**config.mk**
```make
export PLATFORM = sky130hd
export DESIGN_NAME = f18a_host_bridge
export DESIGN_NICKNAME = d
export VERILOG_FILES = /design/src/rtl/f18a_bridge_pkg.sv /design/src/rtl/f18a_cmd_fifo.sv /design/src/rtl/f18a_host_bridge.sv
export SDC_FILE = /design/constraint.sdc
export NUM_CORES = 1
export LEC_CHECK = 0
export CORE_MARGIN = 8
export CORE_UTILIZATION = 45
export DETAILED_ROUTE_END_ITERATION = 8
export PLACE_DENSITY = 0.69
export SLEW_MARGIN = 20
export SYNTH_ARGS = -nofsm -noshare
export SYNTH_HDL_FRONTEND = slang
export SYNTH_SLANG_ARGS = --single-unit
```
**constraint.sdc**
```tcl
create_clock -name clk_logic_i -period 2.4 [get_ports clk_logic_i]
set_input_delay 0.48 -clock clk_logic_i [delete_from_list [all_inputs] [get_ports clk_logic_i]]
set_output_delay 0.48 -clock clk_logic_i [all_outputs]
set_load 0.03 [all_outputs]
```
**src/rtl/f18a_bridge_pkg.sv**
```systemverilog
// Shared types for the F18A host bridge: FSM states, queued command format
// and the counter-width helper.
package f18a_bridge_pkg;

   typedef enum logic [1:0] {IDLE, SETUP, STROBE, GAP} state_t;

   typedef struct packed {
      logic       rw;
      logic       mode;
      logic [7:0] data;
   } bridge_cmd_t;

   function automatic int cnt_width(input int s, input int g);
      int m;
      m = (s > g) ? s : g;
      if (m < 1) m = 1;
      return $clog2(m + 1);
   endfunction

endpackage

```
**src/rtl/f18a_cmd_fifo.sv**
```systemverilog
// Command queue for the host bridge; a push into a full queue is only
// accepted when a pop happens in the same cycle.
module f18a_cmd_fifo
   import f18a_bridge_pkg::*;
#(
   parameter int DEPTH = 4
) (
   input  logic        clk_i,
   input  logic        rst_i,
   input  logic        push_i,
   input  bridge_cmd_t data_i,
   input  logic        pop_i,
   output bridge_cmd_t data_o,
   output logic        full_o,
   output logic        empty_o
);

   localparam int AW = (DEPTH > 1) ? $clog2(DEPTH) : 1;

   bridge_cmd_t      mem_q [DEPTH];
   logic [AW-1:0]    wr_q, wr_d;
   logic [AW-1:0]    rd_q, rd_d;
   logic [AW:0]      cnt_q, cnt_d;
   logic             push_ok, pop_ok;

   assign empty_o = (cnt_q == '0);
   assign full_o  = (cnt_q == (AW+1)'(DEPTH));
   assign pop_ok  = pop_i & ~empty_o;
   assign push_ok = push_i & (~full_o | pop_ok);
   assign data_o  = mem_q[rd_q];

   always_comb begin
      wr_d  = push_ok ? wr_q + AW'(1) : wr_q;
      rd_d  = pop_ok ? rd_q + AW'(1) : rd_q;
      cnt_d = cnt_q + (AW+1)'(push_ok) - (AW+1)'(pop_ok);
   end

   always_ff @(posedge clk_i or posedge rst_i) begin
      if (rst_i) begin
         wr_q  <= '0;
         rd_q  <= '0;
         cnt_q <= '0;
      end else begin
         wr_q  <= wr_d;
         rd_q  <= rd_d;
         cnt_q <= cnt_d;
      end
   end

   always_ff @(posedge clk_i) begin
      if (push_ok) mem_q[wr_q] <= data_i;
   end

endmodule

```
**src/rtl/f18a_host_bridge.sv**
```systemverilog
// Apple II slot to 9918A host-port bridge: queues accesses and replays them
// as timed strobes. Define F18A_BRIDGE_IRQ_EN to build the synchronised IRQ.
module f18a_host_bridge
   import f18a_bridge_pkg::*;
#(
   parameter int FIFO_DEPTH    = 4,
   parameter int STROBE_CYCLES = 3,
   parameter int GAP_CYCLES    = 4
) (
   input  logic       clk_logic_i,
   input  logic       reset_i,
   input  logic       req_valid_i,
   input  logic       req_rw_i,
   input  logic       req_mode_i,
   input  logic [7:0] req_data_i,
   output logic [7:0] rd_data_o,
   output logic       rd_valid_o,
   output logic       busy_o,
   output logic       overflow_o,
   input  logic       ovf_clr_i,
   output logic       vdp_mode_o,
   output logic       vdp_csw_n_o,
   output logic       vdp_csr_n_o,
   output logic [7:0] vdp_cd_o,
   input  logic [7:0] vdp_cd_i,
   input  logic       vdp_int_n_i,
   input  logic       irq_en_i,
   output logic       irq_o
);

   localparam int CW = cnt_width(STROBE_CYCLES, GAP_CYCLES);
   localparam logic [CW-1:0] S_LD = CW'(STROBE_CYCLES - 1);
   localparam logic [CW-1:0] G_LD =
      CW'((GAP_CYCLES > 0) ? GAP_CYCLES - 1 : 0);

   state_t      state_q, state_d;
   logic [CW-1:0] cnt_q, cnt_d;
   bridge_cmd_t cmd_q, cmd_d, head;
   logic        mode_q, mode_d;
   logic [7:0]  cd_q, cd_d;
   logic [7:0]  rd_data_q, rd_data_d;
   logic        rd_valid_q, rd_valid_d;
   logic        ovf_q, ovf_d;
   logic        pop, full, empty;

   f18a_cmd_fifo #(.DEPTH(FIFO_DEPTH)) u_fifo (
      .clk_i   (clk_logic_i),
      .rst_i   (reset_i),
      .push_i  (req_valid_i),
      .data_i  ({req_rw_i, req_mode_i, req_data_i}),
      .pop_i   (pop),
      .data_o  (head),
      .full_o  (full),
      .empty_o (empty)
   );

   always_comb begin
      state_d    = state_q;
      cnt_d      = cnt_q;
      cmd_d      = cmd_q;
      mode_d     = mode_q;
      cd_d       = cd_q;
      rd_data_d  = rd_data_q;
      rd_valid_d = 1'b0;
      pop        = 1'b0;
      unique case (state_q)
         IDLE: begin
            if (!empty) begin
               pop     = 1'b1;
               cmd_d   = head;
               mode_d  = head.mode;
               cd_d    = head.rw ? 8'h00 : head.data;
               cnt_d   = '0;
               state_d = SETUP;
            end
         end
         SETUP: begin
            cnt_d   = S_LD;
            state_d = STROBE;
         end
         STROBE: begin
            if (cnt_q == '0) begin
               // Core read data is captured on the last low cycle.
               if (cmd_q.rw) begin
                  rd_data_d  = vdp_cd_i;
                  rd_valid_d = 1'b1;
               end
               if (GAP_CYCLES > 0) begin
                  cnt_d   = G_LD;
                  state_d = GAP;
               end else begin
                  cnt_d   = '0;
                  state_d = IDLE;
               end
            end else begin
               cnt_d = cnt_q - CW'(1);
            end
         end
         GAP: begin
            if (cnt_q == '0) begin
               state_d = IDLE;
            end else begin
               cnt_d = cnt_q - CW'(1);
            end
         end
         default: state_d = IDLE;
      endcase
   end

   always_comb begin
      ovf_d = ovf_q;
      if (ovf_clr_i) ovf_d = 1'b0;
      if (req_valid_i && full && !pop) ovf_d = 1'b1;
   end

   always_ff @(posedge clk_logic_i or posedge reset_i) begin
      if (reset_i) begin
         state_q    <= IDLE;
         cnt_q      <= '0;
         cmd_q      <= '0;
         mode_q     <= 1'b0;
         cd_q       <= 8'h00;
         rd_data_q  <= 8'h00;
         rd_valid_q <= 1'b0;
         ovf_q      <= 1'b0;
      end else begin
         state_q    <= state_d;
         cnt_q      <= cnt_d;
         cmd_q      <= cmd_d;
         mode_q     <= mode_d;
         cd_q       <= cd_d;
         rd_data_q  <= rd_data_d;
         rd_valid_q <= rd_valid_d;
         ovf_q      <= ovf_d;
      end
   end

   assign vdp_csw_n_o = ~((state_q == STROBE) & ~cmd_q.rw);
   assign vdp_csr_n_o = ~((state_q == STROBE) & cmd_q.rw);
   assign vdp_mode_o  = mode_q;
   assign vdp_cd_o    = cd_q;
   assign rd_data_o   = rd_data_q;
   assign rd_valid_o  = rd_valid_q;
   assign overflow_o  = ovf_q;
   assign busy_o      = ~empty | (state_q != IDLE);

`ifdef F18A_BRIDGE_IRQ_EN
   logic [1:0] sync_q;
   logic       irq_q;

   always_ff @(posedge clk_logic_i or posedge reset_i) begin
      if (reset_i) begin
         sync_q <= 2'b11;
         irq_q  <= 1'b0;
      end else begin
         sync_q <= {sync_q[0], vdp_int_n_i};
         irq_q  <= ~sync_q[1] & irq_en_i;
      end
   end

   assign irq_o = irq_q;
`else
   logic unused_irq;
   assign unused_irq = vdp_int_n_i ^ irq_en_i;
   assign irq_o      = 1'b0;
`endif

endmodule
```
# --- Yosys cells after proc, flatten, opt, wreduce, memory -nomap -nowiden ---
# Memory sizes are Yosys's and may differ from the RTL's.
# Cells that the tools add are included.
word_totals:
  mem_bits_rw: 40
  n_memories: 1
  wordCells: 66
  out_inout_bits: 23
  in_bits: 24
  reg_bits: 32
mem_list:
  columns: ["name", "words", "word_bits", "read_ports", "rd_ports_with_merged_regs", "wr", "line_no", "source"]
  rows:
  - ["u_fifo.mem_q", 4, 10, 1, 0, 1, "f18a_cmd_fifo.sv:20", "bridge_cmd_t mem_q [DEPTH];"]
op_classes:
  mux: 18
  add_sub_neg: 5
  n_bitwise: 11
  n_eq_ne: 8
  n_reduce_logical: 12
ops:
  columns: ["operator", "n"]
  rows:
  - ["3-bit case mux with 4 select lines", 1]
  - ["1-bit 2-to-1 mux", 9]
  - ["3-bit 2-to-1 mux", 3]
  - ["8-bit 2-to-1 mux", 1]
  - ["2-bit != test (second input constant)", 4]
  - ["2-bit case mux with 4 select lines", 1]
  - ["3-bit zero test", 2]
  - ["2-bit 2-to-1 mux", 3]
  - ["3-bit AND reduction", 2]
  - ["1-bit NOT", 5]
  - ["2-bit by 1-bit adder with 2-bit output (second input constant)", 2]
  - ["1-bit bitwise AND", 4]
  - ["2-bit equality test (second input constant)", 2]
  - ["2-bit AND reduction", 2]
  - ["2-bit nonzero test", 2]
  - ["3-bit by 1-bit adder with 3-bit output", 1]
  - ["3-bit equality test (second input constant)", 1]
  - ["3-bit by 1-bit subtractor with 3-bit output", 1]
  - ["3-bit by 1-bit subtractor with 3-bit output (second input constant)", 1]
  - ["2-bit by 1-bit equality test with 1-bit output (second input constant)", 1]
  - ["1-bit logical AND", 2]
  - ["2-bit zero test", 1]
  - ["1-bit bitwise OR", 2]
  - ["1-bit zero test", 1]

# --- Depth between registers and ports, before layout ---
logic_depth:
  depth_word: 8
  depth_mapped: 8
  depth_no_buf: 8

# --- Cells and area by module ---
# A second synthesis with hierarchy kept.
unflattened:
  hier_cells: 191
  hier_area_um2: 3057.9
modules_own_cells:
  columns: ["module", "area_per_inst_um2", "cells_per_inst", "n_inst", "seq_area_each_um2"]
  rows:
  - ["f18a_cmd_fifo", 1878.1, 88, 1, 1376.3]
  - ["f18a_host_bridge", 1179.9, 103, 1, 625.6]

# --- Least setup slack after synthesis ---
# Ideal clock, no wire load.
synth_timing:
  kind: "register -> register"
  startpoint: "register state_q[1]"
  endpoint: "register u_fifo.cnt_q[2]"
  t_required_ns: 2.277
  setup_slack_ns: 0.339
  path_stages_with_launch: 9
  path_buffers: 1
  period_less_slack_ns: 2.061
  arrival_time_ns: 1.939
  setup_time_ns: 0.123
  cell_sequence: "dfrtp_1 inv_1 ha_1 nor4b_1 nor2b_1 clkbuf_1 ha_1 fa_1 xnor2_1"
synth_between:
  elab_chain_cells: 7
synth_rtl:
  columns: ["item", "line_no", "source"]
  rows:
  - ["from (decl)", "f18a_host_bridge.sv:36", "state_t state_q, state_d;"]
  - ["from (signal assigned)", "f18a_host_bridge.sv:127", "state_q <= state_d;"]
  - ["2-bit zero test", "f18a_host_bridge.sv:66", "unique case (state_q)"]
  - ["1-bit 2-to-1 mux", "f18a_host_bridge.sv:66", null]
  - ["1-bit bitwise AND", "f18a_cmd_fifo.sv:28", "assign pop_ok = pop_i & ~empty_o;"]
  - ["1-bit bitwise OR", "f18a_cmd_fifo.sv:29", "assign push_ok = push_i & (~full_o | pop_ok);"]
  - ["1-bit bitwise AND", "f18a_cmd_fifo.sv:29", null]
  - ["via u_fifo.push_ok", "f18a_cmd_fifo.sv:24", "logic push_ok, pop_ok;"]
  - ["3-bit by 1-bit adder with 3-bit output", "f18a_cmd_fifo.sv:35", "cnt_d = cnt_q + (AW+1)'(push_ok) - (AW+1)'(pop_ok);"]
  - ["3-bit by 1-bit subtractor with 3-bit output", "f18a_cmd_fifo.sv:35", null]
  - ["via u_fifo.cnt_d[2]", "f18a_cmd_fifo.sv:23", "logic [AW:0] cnt_q, cnt_d;"]
  - ["to (signal assigned)", "f18a_cmd_fifo.sv:46", "cnt_q <= cnt_d;"]
  - ["to (decl)", "f18a_cmd_fifo.sv:23", null]
# The timed path passes the listed nets, and every way through them passes these cells.
# A chain may end at the register's enable or synchronous reset.

# --- Final worst setup path ---
layout_timing:
  startpoint: "register state_q[0]"
  endpoint: "output port busy_o"
layout_between:
  elab_chain_cells: 2
layout_rtl:
  columns: ["item", "line_no", "source"]
  rows:
  - ["2-bit nonzero test", "f18a_host_bridge.sv:145", "assign busy_o = ~empty | (state_q != IDLE);"]
  - ["1-bit bitwise OR", "f18a_host_bridge.sv:145", null]
  - ["to (decl)", "f18a_host_bridge.sv:18", "output logic busy_o,"]
# Every way passes these cells.

==> results.toml <==
[global_route]
grt_pass1_wl_um = 8560
overflow = 0
grt_max_degree = 33
grt_pass1_vias = 1746
antenna_found_initial = 0
grt_usage = 0.116

[pwr]
switchingPower_mw = 1.74
ir_worst_vdd_mv = 0.612
powerDensity_mw_per_mm2 = 1320
switching_share = 0.341
p_int_mw = 3.37
clkPwrFrac = 0.206
comb_power_share = 0.411
leakagePower_nw = 1.53
pwr-share-seq = 0.383
finalPower_mw = 5.11

[yosys]
synth_warnings = 0
seq_area_frac_synth = 0.662
synth_edf_count = 40
yosys.cell_types.count = 34
synth_xor_area_frac = 0.0145
synth_top_family_by_area = "multiplexers"
async_flop_share = 0.444
avgSynthCellArea_um2 = 15.6
yosys.area_share.simple = 0.0708
synth_adder_area_share = 0.0522
ys.flop_type = "edfxtp_1"
synth_nets = 230
syn_inst = 194
synth_area_mm2 = 0.00302
synth_compound_area_frac = 0.0459
ys_ff_latch = 72
synthMuxAreaShare = 0.124

[worst_setup_path]
worst_setup_path_end_kind = "primary output"
crit_chain = "inv_1 -> ha_1 -> or4b_1 -> buf_2"
critical-path-slowest-cell = "or4b_1"
cp_max_fo = 4
cpPeakStageDelay_ps = 480
critPathKind = "flop to primary output"
cp-start-kind = "flop"
crit_required_ps = 1920
arrival_ps = 1730

[timing]
min_period_ps = 2210
setup_viol_count_final = 0
tns_ps = 0
hold_violations = 0
final.period_utilization = 0.921
fmax_mhz = 452
skew_ps = 7.58
rsz0062_at_grt = "false"
maxSlewViolCount = 0

[detailed_routing]
wl_per_cell_um = 15.4
vias = 1676
routed_wl_um = 5180
drc = 0
first_iter_violations = 58
drt_pass1_iterations = 4
vias_per_cell = 4.99
antenna_left = 0

[placed_design]
gp_congestion = 0.778
hpwl_um = 3710
dp.cells = 320
port_buffers = 43
place_area_mm2 = 0.00365

[final_layout]
area_delta_synth_final_pct = 28.1
multi_input_area_um2 = 938
finish.instance_area_mm2 = 0.00387
utilization = 0.583
layout.cells.non_filler = 336
area.sequential_mm2 = 0.00200
num_antenna_cells = 0
layout_common_cells = "clkdlybuf4s50_1 (40), edfxtp_1 (40), dfrtp_1 (32), inv_1 (13), mux2_2 (12)"
fin_nets = 287
layout-drive-gt1-share = 0.207
fill_cells = 529

[clock_tree]
path_clk_slew_ps = 80
root_buffer = "clkbuf_8"
cts_buffers = 9
cts.htree.levels = 3
cts_tree = "done"
clockBufferDepth = 2
cts.sinks = 72
post-cts-setup-buffer-count = 0
insertion_delay_ps = 350

[floorplanning]
die_h_um = 98.0
io_pins = 47
core_area_mm2 = 0.00664
die-area_mm2 = 0.00960
start_util = 0.455
rows = 30
die_x_um = 98.0

[job]
drv_cap = 0

[hold_path]
holdCritPathClass = "flop to flop"

[status]
status = "completed"
[layer usage]
layer  vias to the layer above  wire (um)  GRT usage  share of wire
li1                        807          -          -              -
met1                       824       2220      0.127           0.43
met2                        34       2550      0.189           0.49
met3                        11        286     0.0434          0.055
met4                         0        121     0.0719          0.023
met5                         -          0          0              0
[sequential cells by signal, indices dropped and copies added, names as in the netlist]
| name | flops |
|---|---|
| u_fifo.mem_q | 40 |
| overflow_o | 1 |
| rd_valid_o | 1 |
| vdp_mode_o | 1 |
| u_fifo.rd_q | 2 |
| vdp_cd_o | 8 |
| cnt_q | 3 |
| u_fifo.wr_q | 2 |
| cmd_q | 1 |
| state_q | 2 |
| u_fifo.cnt_q | 3 |
| rd_data_o | 8 |
[power by group through the flow]
| stage | combinational (mW) | clock, mW | sequential [mW] |
|---|---|---|---|
| after global placement | 2.11 | 0 | 1.98 |
| after detailed placement | 2.14 | 0 | 1.99 |
| after floorplan | 1.18 | 0 | 2.17 |
| after CTS | 2.14 | 1.07 | 1.97 |
| after global routing | 2.31 | 1.12 | 2.01 |
| final | 2.10 | 1.05 | 1.96 |
[area by class of cell]
cell class              count  area share
clock buffers               9      0.0320
clock inverters             7      0.0246
inverters                  13      0.0126
repair buffers             54       0.145
flip-flops and latches     72       0.517
well taps                  80      0.0259
multi-input cells         101       0.242
[through the flow]
step / worst slack (ps) / hold WS [ps]
floorplan: 339 / 482
global placement: 162 / 463
detailed placement: 121 / 476
CTS: 0.743 / 493
global route: 59.7 / 528
finish: 189 / 486
[cell families after synthesis]
logic type / Yosys count
compound gates: 22
xor+xnor: 5
fa+ha+maj: 12
buf+inv: 21
flops: 72
mux: 23
other cells: 1
simple gates: 38
[worst paths after layout]
| check | cells past startpoint | slack, ps | from | endpoint |
|---|---|---|---|---|
| min in group asynchronous | 3 | 510 | reset_i | rd_data_o[5] |
| max in group asynchronous | 3 | 1590 | reset_i | u_fifo.wr_q[1] |
| hold / removal | 2 | 490 | vdp_cd_o[4] | vdp_cd_o[4] |
| setup / recovery | 4 | 190 | state_q[0] | busy_o |
| hold reg to reg | 2 | 490 | vdp_cd_o[4] | vdp_cd_o[4] |
| setup reg to reg | 7 | 200 | state_q[0] | u_fifo.cnt_q[2] |
[critical path, delay by kind of cell, from the launching register on]
kind / cells / cell delay, ps
and+or+nand+nor: 1 / 480
DFF: 1 / 400
buffers and inverters: 2 / 280
adders and majority gates: 1 / 220
[synth_stat cells, types with 3 or more instances]
cell type | count | area [um2]
edfxtp_1 | 40 | 1200
mux2_2 | 12 | 135
clkbuf_1 | 5 | 18.8
mux4_2 | 10 | 225
nand2b_1 | 11 | 68.8
dfrtp_1 | 32 | 801
inv_1 | 13 | 48.8
nand2_1 | 10 | 37.5
ha_1 | 11 | 138
and2_1 | 4 | 25.0
xnor2_1 | 3 | 26.3
nand3b_1 | 3 | 22.5
nor2_1 | 4 | 15.0
o21ai_0 | 11 | 55.1
[timing repair]
item	in CTS	in global routing
endpoints found under the hold margin	0	0
setup endpoints to repair	1	3
hold buffers	0	0
gates resized for setup	3	4
gates cloned	0	0
Note: power is estimated with default switching activity, not from simulation.
